**src/rtl/ssd_scan_driver.sv**
```systemverilog
// Time-multiplexed seven-segment display driver with a shadow value register,
// per-digit refresh scanning, anode dead-time, hex/decimal glyphs, leading-zero
// suppression, decimal points and a frame tick.
//
// Ports:
//   clk, rst_n   - clock, asynchronous active-low reset
//   enable       - 1 = scan display, 0 = all digits off
//   load         - capture value/dp_in/blank_lz into the shadow this cycle
//   value        - nibble i drives digit i (digit 0 least significant)
//   dp_in        - active-high decimal point per digit
//   blank_lz     - leading-zero suppression enable
//   ssd          - segments, active low, [7:1] = a..g, [0] = dp
//   an           - anode selects, active low
//   frame_tick   - one-cycle pulse on the first cycle of each wrapped scan
module ssd_scan_driver #(
  parameter int unsigned NUM_DIGITS  = 4,
  parameter int unsigned REFRESH_DIV = 50000,
  parameter int unsigned GAP_CYCLES  = 16,
  parameter int unsigned HEX_MODE    = 0
) (
  input  logic                      clk,
  input  logic                      rst_n,
  input  logic                      enable,
  input  logic                      load,
  input  logic [4*NUM_DIGITS-1:0]   value,
  input  logic [NUM_DIGITS-1:0]     dp_in,
  input  logic                      blank_lz,
  output logic [7:0]                ssd,
  output logic [NUM_DIGITS-1:0]     an,
  output logic                      frame_tick
);

  localparam int unsigned CNT_MAX = (REFRESH_DIV > GAP_CYCLES) ? REFRESH_DIV : GAP_CYCLES;
  localparam int unsigned CW      = (CNT_MAX > 1) ? $clog2(CNT_MAX) : 1;
  localparam int unsigned DW      = (NUM_DIGITS > 1) ? $clog2(NUM_DIGITS) : 1;

  localparam logic [CW-1:0] RD_LAST    = CW'(REFRESH_DIV - 1);
  localparam logic [CW-1:0] GAP_LAST   = (GAP_CYCLES > 0) ? CW'(GAP_CYCLES - 1) : '0;
  localparam logic [DW-1:0] DIGIT_LAST = DW'(NUM_DIGITS - 1);

  typedef enum logic [1:0] {
    IDLE  = 2'd0,
    DRIVE = 2'd1,
    GAP   = 2'd2
  } state_t;

  state_t                  state_q, state_d;
  logic [DW-1:0]           digit_q, digit_d, digit_next;
  logic [CW-1:0]           cnt_q, cnt_d;
  logic [4*NUM_DIGITS-1:0] val_q, val_d;
  logic [NUM_DIGITS-1:0]   dp_q, dp_d;
  logic                    blz_q, blz_d;
  logic                    frame_d;
  logic [7:0]              ssd_d;
  logic [NUM_DIGITS-1:0]   an_d;
  logic [NUM_DIGITS-1:0]   lz_blank;

  // Active-low a..g pattern for one nibble; 10..15 blank unless hex glyphs enabled.
  function automatic logic [6:0] glyph(input logic [3:0] nib);
    logic [6:0] g;
    case (nib)
      4'h0: g = 7'h01;
      4'h1: g = 7'h4F;
      4'h2: g = 7'h12;
      4'h3: g = 7'h06;
      4'h4: g = 7'h4C;
      4'h5: g = 7'h24;
      4'h6: g = 7'h20;
      4'h7: g = 7'h0F;
      4'h8: g = 7'h00;
      4'h9: g = 7'h04;
      4'hA: g = 7'h08;
      4'hB: g = 7'h60;
      4'hC: g = 7'h31;
      4'hD: g = 7'h42;
      4'hE: g = 7'h30;
      default: g = 7'h38;
    endcase
    if (HEX_MODE == 0 && nib > 4'h9) g = 7'h7F;
    return g;
  endfunction

  // Next-state, next-shadow and frame-tick decode.
  always_comb begin
    state_d    = state_q;
    digit_d    = digit_q;
    cnt_d      = cnt_q;
    frame_d    = 1'b0;
    val_d      = load ? value    : val_q;
    dp_d       = load ? dp_in    : dp_q;
    blz_d      = load ? blank_lz : blz_q;
    digit_next = (digit_q == DIGIT_LAST) ? '0 : digit_q + DW'(1);

    case (state_q)
      IDLE: begin
        if (enable) begin
          state_d = DRIVE;
          digit_d = '0;
          cnt_d   = '0;
        end
      end
      DRIVE: begin
        if (cnt_q == RD_LAST) begin
          cnt_d = '0;
          if (GAP_CYCLES > 0) begin
            state_d = GAP;
          end else begin
            digit_d = digit_next;
            frame_d = (digit_q == DIGIT_LAST);
          end
        end else begin
          cnt_d = cnt_q + CW'(1);
        end
      end
      GAP: begin
        if (cnt_q == GAP_LAST) begin
          state_d = DRIVE;
          cnt_d   = '0;
          digit_d = digit_next;
          frame_d = (digit_q == DIGIT_LAST);
        end else begin
          cnt_d = cnt_q + CW'(1);
        end
      end
      default: begin
        state_d = IDLE;
        digit_d = '0;
        cnt_d   = '0;
      end
    endcase

    if (!enable) begin
      state_d = IDLE;
      digit_d = '0;
      cnt_d   = '0;
      frame_d = 1'b0;
    end
  end

  // Leading-zero mask: digit i>0 blanks when it and every higher nibble are zero.
  always_comb begin
    logic all_zero;
    all_zero = 1'b1;
    lz_blank = '0;
    for (int i = NUM_DIGITS - 1; i >= 0; i--) begin
      all_zero    = all_zero && (val_d[4*i +: 4] == 4'h0);
      lz_blank[i] = blz_d && all_zero && (i > 0);
    end
  end

  // Output decode from the next state so registered outputs track the state register.
  always_comb begin
    ssd_d = 8'hFF;
    an_d  = '1;
    if (state_d == DRIVE) begin
      for (int i = 0; i < NUM_DIGITS; i++) begin
        if (digit_d == DW'(i)) begin
          an_d[i]    = 1'b0;
          ssd_d[7:1] = lz_blank[i] ? 7'h7F : glyph(val_d[4*i +: 4]);
          ssd_d[0]   = ~dp_d[i];
        end
      end
    end
  end

  // State, shadow and output registers.
  always_ff @(posedge clk or negedge rst_n) begin
    if (!rst_n) begin
      state_q    <= IDLE;
      digit_q    <= '0;
      cnt_q      <= '0;
      val_q      <= '0;
      dp_q       <= '0;
      blz_q      <= 1'b0;
      ssd        <= 8'hFF;
      an         <= '1;
      frame_tick <= 1'b0;
    end else begin
      state_q    <= state_d;
      digit_q    <= digit_d;
      cnt_q      <= cnt_d;
      val_q      <= val_d;
      dp_q       <= dp_d;
      blz_q      <= blz_d;
      ssd        <= ssd_d;
      an         <= an_d;
      frame_tick <= frame_d;
    end
  end

endmodule
```
**config.mk**
```make
export PLATFORM = sky130hd
export DESIGN_NAME = ssd_scan_driver
export DESIGN_NICKNAME = d
export VERILOG_FILES = /design/src/rtl/ssd_scan_driver.sv
export SDC_FILE = /design/constraint.sdc
export NUM_CORES = 1
export LEC_CHECK = 0
export CORE_MARGIN = 5
export CORE_UTILIZATION = 30
export DETAILED_ROUTE_END_ITERATION = 16
export GPL_TIMING_DRIVEN = 1
export PLACE_DENSITY = 0.53
export SLEW_MARGIN = 20
export SYNTH_ARGS = -nofsm -noshare
export SYNTH_HDL_FRONTEND = slang
export SYNTH_SLANG_ARGS = --single-unit
```
**constraint.sdc**
```tcl
create_clock -name clk -period 4.5 [get_ports clk]
set_input_delay 1.35 -clock clk [delete_from_list [all_inputs] [get_ports clk]]
set_output_delay 1.35 -clock clk [all_outputs]
set_load 0.005 [all_outputs]
```
* Word-level counts from Yosys, hierarchy flattened
Memories as Yosys holds them, arrays and structs flattened.
Cells that the tools add are included.
** Cells by class
- Bitwise gates (word level) :: 4
- Add/sub/neg operators :: 2
- Reduce and logical (&&, ||, !) cells :: 10
- Multiplexer cells :: 35
- Equality and inequality tests :: 9
- Order comparisons :: 4
** Operator list (count)
- $mux W16 :: 4
- $mux W7 :: 7
- $mux W8 :: 5
- $pmux W16 S2 :: 1
- $add A16 B1 Y16 const B :: 1
- $eq A16 B16 Y1 const B :: 1
- $eq A16 B4 Y1 const B :: 1
- $gt A4 B4 Y1 const B :: 4
- $logic_not A4 Y1 :: 3
- $mux W2 :: 6
- $eq A2 B2 Y1 const B :: 4
- $mux W1 :: 8
- $mux W4 :: 2
- $eq A2 B1 Y1 const B :: 3
- $pmux W2 S3 :: 1
- $logic_and A1 B1 Y1 :: 5
- $logic_not A2 Y1 :: 2
- $not A1 Y1 :: 4
- $pmux W2 S2 :: 1
- $add A2 B1 Y2 const B :: 1
** Word-level totals
- ROM bits :: 448
- Word-level logic and storage cells :: 77
- Bits in registers :: 54
- Memories kept :: 4
- Input bits :: 25
** Memories
- (name not given) :: depth 16, bits a word 7, rd ports 1, clocked after memory_dff 0, wr ports 0, RTL line 61 : case (nib)
- (name not given) :: depth 16, bits a word 7, rd ports 1, clocked after memory_dff 0, wr ports 0, RTL line 61
- (name not given) :: depth 16, bits a word 7, rd ports 1, clocked after memory_dff 0, wr ports 0, RTL line 61
- (name not given) :: depth 16, bits a word 7, rd ports 1, clocked after memory_dff 0, wr ports 0, RTL line 61

* Longest topological paths before layout
- Depth after elaboration :: 11
- Depth in mapped cells :: 13
- Depth with buffers taken out :: 10

* Worst setup path before layout
No wires, ideal clock.
- Path type :: input -> register
- Start :: in load
- End :: reg ssd[2]
- Setup slack :: 0.872 ns
- Setup time :: 0.091 ns
- Stages on the path :: 10
- Buffers on the path :: 3
- Arrival time :: 3.537 ns
- Data required time :: 4.409 ns
- Cells stage by stage :: buf_4 -> buf_6 -> buf_2 -> mux2i_1 -> ha_1 -> nand4_2 -> o32ai_2 -> nor3_1 -> a21boi_1 -> o31ai_1
** On the way
- Cells in the longest elaborated chain, start to end :: 10
- Elaborated cells between the ends (all ways) :: 30
** Ends and longest elaborated chain
- start: declaration :: RTL line 24 : input logic load,
- branches (longest 8 deep; another with $mem_v2 Z16 W7)
- $mux W8 (*) :: RTL line 157 : if (digit_d == DW'(i)) begin
- $mux W8 (*) :: RTL line 155 : if (state_d == DRIVE) begin
- named net ssd_d[2] :: RTL line 54 : logic [7:0] ssd_d;
- end signal: assignment :: RTL line 185 : ssd <= ssd_d;
- end: declaration :: RTL line 28 : output logic [7:0] ssd,
Mark *: on every way through the listed nets, which the timed path passes.

* Final worst setup path
- Start :: in load
- End :: reg ssd[7]
** On the way
- Elaborated cells between the ends (all ways) :: 30
** RTL lines
- $mux W16 (*) :: RTL line 89 : val_d = load ? value : val_q;
- named net val_d[0] :: RTL line 50 : logic [4*NUM_DIGITS-1:0] val_q, val_d;
- $mem_v2 Z16 W7 or $gt A4 B4 Y1 (tied branches)
- $mux W7 (*) :: RTL line 79 : if (HEX_MODE == 0 && nib > 4'h9) g = 7'h7F;
- $mux W8 (*) (4 in a row) :: RTL line 157
- $mux W8 (*) :: RTL line 155
- named net ssd_d[7] :: RTL line 54
The timed path passes the listed nets; every way through them passes the cells marked *.

==> results.sh <==
export IMPL_wl_per_cell_um=15.7
export IMPL_swShare_pct=30.2
export IMPL_multi_input_area_um2=2040
export IMPL_seq_area_um2=1370
export IMPL_synth_ff_type="dfrtp_1"
export IMPL_mostFrequentLayoutCells="nor2_1 (44), dfrtp_1 (42), nand2_1 (35), clkdlybuf4s50_1 (35), ha_1 (28)"
export IMPL_fp_coreArea_um2=11500
export IMPL_die_w_um=119
export IMPL_critical_path_required_ns=4.75
export IMPL_grt_overflow=0
export IMPL_seq_area_frac_synth_pct=38.5
export IMPL_cap_viol_max_count=0
export IMPL_synth_area_um2=3550
export IMPL_synth_nets=427
export IMPL_worst_ep_arrival_time_ns=3.93
export IMPL_dp_worst_setup_slack_ns=0.472
export IMPL_fp_dieH_um=119
export IMPL_dp_hpwl_mm=6.54
export IMPL_firstDrtPassIters=4
export IMPL_setup_ws_ns=0.816
export IMPL_tightest_slew_ns=0.874
export IMPL_num_vias=2867
export IMPL_n_antenna_cell=0
export IMPL_synthArstFlopShare_pct=100
export IMPL_wirelength_mm=8.69
export IMPL_final_antenna_net_count=0
export IMPL_htreeDepth=2
export IMPL_peakVddDrop_mv=0.179
export IMPL_syn2layout_area_growth_pct=18.8
export IMPL_cts_resized=0
export IMPL_synth_cell_types=61
export IMPL_fin_crit_ns=3.68
export IMPL_power_switching_mw=0.382
export IMPL_synth_warnings=0
export IMPL_combPwrFrac_pct=24.5
export IMPL_tns_ns=0
export IMPL_max_stage_delay_ns=0.50
export IMPL_avgSynthCellArea_um2=9.50
export IMPL_timing_rr_end="ssd[5]$_DFF_PN1_"
export IMPL_synth_edf_count=0
export IMPL_synth_seq_cells=54
export IMPL_grt_pass1_wl_mm=15.0
export IMPL_finalHoldViolations=0
export IMPL_seqPwrFrac_pct=42.7
export IMPL_nNetsFinal=464
export IMPL_clk_path_buf_depth=2
export IMPL_clock_fmax_mhz=271
export IMPL_path_cells="buf_2, buf_4, mux2i_1, inv_1, ha_1, nor2_1, o21ai_0, a31oi_1, mux2i_1, a21oi_1, a21o_1"
export IMPL_first_iter_violations=146
export IMPL_final_common_cell="nor2_1"
export IMPL_viasPerCell=5.17
export IMPL_clk_latency_ns=0.30
export IMPL_initial_core_util_pct=30.8
export IMPL_cts_root_buffer="clkbuf_16"
export IMPL_clk_pin_slew_ns=0.07
export IMPL_grt_pass1_vias=3013
export IMPL_startpoint_type="input pin"
export IMPL_slew_viol_final=0
export IMPL_synthCells=374
export IMPL_cts_tree="built"
export IMPL_rows=39
export IMPL_hold_depth=1
export IMPL_total_power_mw=1.26
export IMPL_min_period_over_period_pct=81.9
export IMPL_cts_hold_buf=0
export IMPL_postCtsSetupBuffers=0
export IMPL_fill_cells=1166
export IMPL_reg2regPathDepth=8
export IMPL_antenna_found_initial=0
export IMPL_end_kind="flop"
export IMPL_clock_sinks=54
export IMPL_internal_power_mw=0.880
export IMPL_critPathSlowestCell="mux2i_1"
export IMPL_dieArea_um2=14100
export IMPL_outcome="completed"
export IMPL_path_class="input pin to flop"
export IMPL_clock_skew_ns=0.00358
export IMPL_grt_total_usage_pct=12.8
export IMPL_io_pins=38
export IMPL_cp_max_fo=13
export IMPL_drive_above_1_share_pct=12.6
export IMPL_grt_max_degree=38
export IMPL_whs_endpoint="cnt_q[0]$_DFF_PN0_"
export IMPL_r2r_slack_ns=1.52
export IMPL_gp_congestion=0.843
export IMPL_pwr_share_clk_pct=32.8
export IMPL_power_density_nw_per_um2=299
export IMPL_setup_viol=0
export IMPL_drc_errors=0
export IMPL_rsz0062_at_grt="no"
export IMPL_maxSlewHeadroom_pct=41.8
export IMPL_rr_startpoint="cnt_q[11]$_DFF_PN0_"
export IMPL_hold_start="cnt_q[0]$_DFF_PN0_"
export IMPL_crit_top_cell="mux2i_1"
export IMPL_cts_buffers=5
export IMPL_hold_path_class="flop to flop"
export IMPL_io_buffers=37
export IMPL_leakagePower_nw=1.79
layout make-up:
cell class | instances | area share (%)
sequential | 54 | 32.4
tap | 143 | 4.24
timing repair buffer | 41 | 9.25
clock inverter | 2 | 0.415
inverter | 24 | 2.14
multi-input combinational | 285 | 48.3
clock buffer | 6 | 3.29
logic make-up (layout without fill, tap and decap cells):
logic type	count (synthesis)	after routing	synth area share, %
compound gates	86	86	16.5
buf+inv	35	73	4.19
simple gates	131	131	17.6
flops	54	54	38.5
fa+ha+maj	28	28	9.86
xor+xnor	14	14	3.45
mux	26	26	9.86
worst max-delay path by stage:
stage,from,to
floorplan,load,ssd[2]$_DFF_PN1_
global placement,load,ssd[7]$_DFF_PN1_
detailed placement,load,ssd[7]$_DFF_PN1_
CTS,load,ssd[7]$_DFF_PN1_
global route,enable,ssd[2]$_DFF_PN1_
finish,load,ssd[7]$_DFF_PN1_
layer usage:
metal	vias up	GRT usage, %	wire, um
met5	-	0	0
met3	15	2.13	194
met4	0	4.92	216
li1	1413	-	-
met2	41	21.6	4300
met1	1398	16.5	3980
synthesized netlist by cell type, types with 6 or more instances:
cell type   n  area, um2
nor2_1     44        165
dfrtp_1    42       1050
nand2_1    35        131
ha_1       28        350
nand3_1    19       95.1
inv_1      18       67.6
a21oi_1    16       80.1
o21ai_0    16       80.1
mux2i_1    13        130
dfstp_2    12        315
nor3_1     10       50.1
a31oi_1     9       56.3
xor2_1      8       70.1
and3_1      6       37.5
o211ai_1    6       45.0
xnor2_1     6       52.6
state kept, by name, indices dropped and copies added, names as in the netlist:
register	cells
digit_q	2
an	4
state_q	2
cnt_q	16
blz_q	1
dp_q	4
frame_tick	1
ssd	8
val_q	16
power groups by stage:
stage               clock network [mW]  registers [mW]  logic (mW)
floorplan                            0           0.544       0.200
global placement                     0           0.549       0.310
detailed placement                   0           0.547       0.310
CTS                              0.433           0.539       0.312
global route                     0.445           0.542       0.347
finish                           0.414           0.538       0.309
metrics by stage:
| stage | cell area, um2 | hold slack (ns) | cells | utilization [%] |
|---|---|---|---|---|
| 3_3_place_gp | 4060 | 0.447 | 547 | 35.3 |
| 4_1_cts | 4220 | 0.469 | 555 | 36.6 |
| 5_1_grt | 4220 | 0.475 | 555 | 36.6 |
| 2_1_floorplan | 3550 | 0.425 | 374 | - |
| 6_report | 4220 | 0.465 | 555 | 36.6 |
| 3_5_place_dp | 4060 | 0.459 | 547 | 35.3 |
worst max-delay path, delay by kind of cell:
kind	cells	cell delay [ns]
AOI/OAI and AO/OA	4	0.65
adders and majority gates	1	0.27
muxes	2	0.62
buffers and inverters	3	0.79
and+or+nand+nor	1	0.24
No activity file was read; power rests on OpenSTA's default activity.
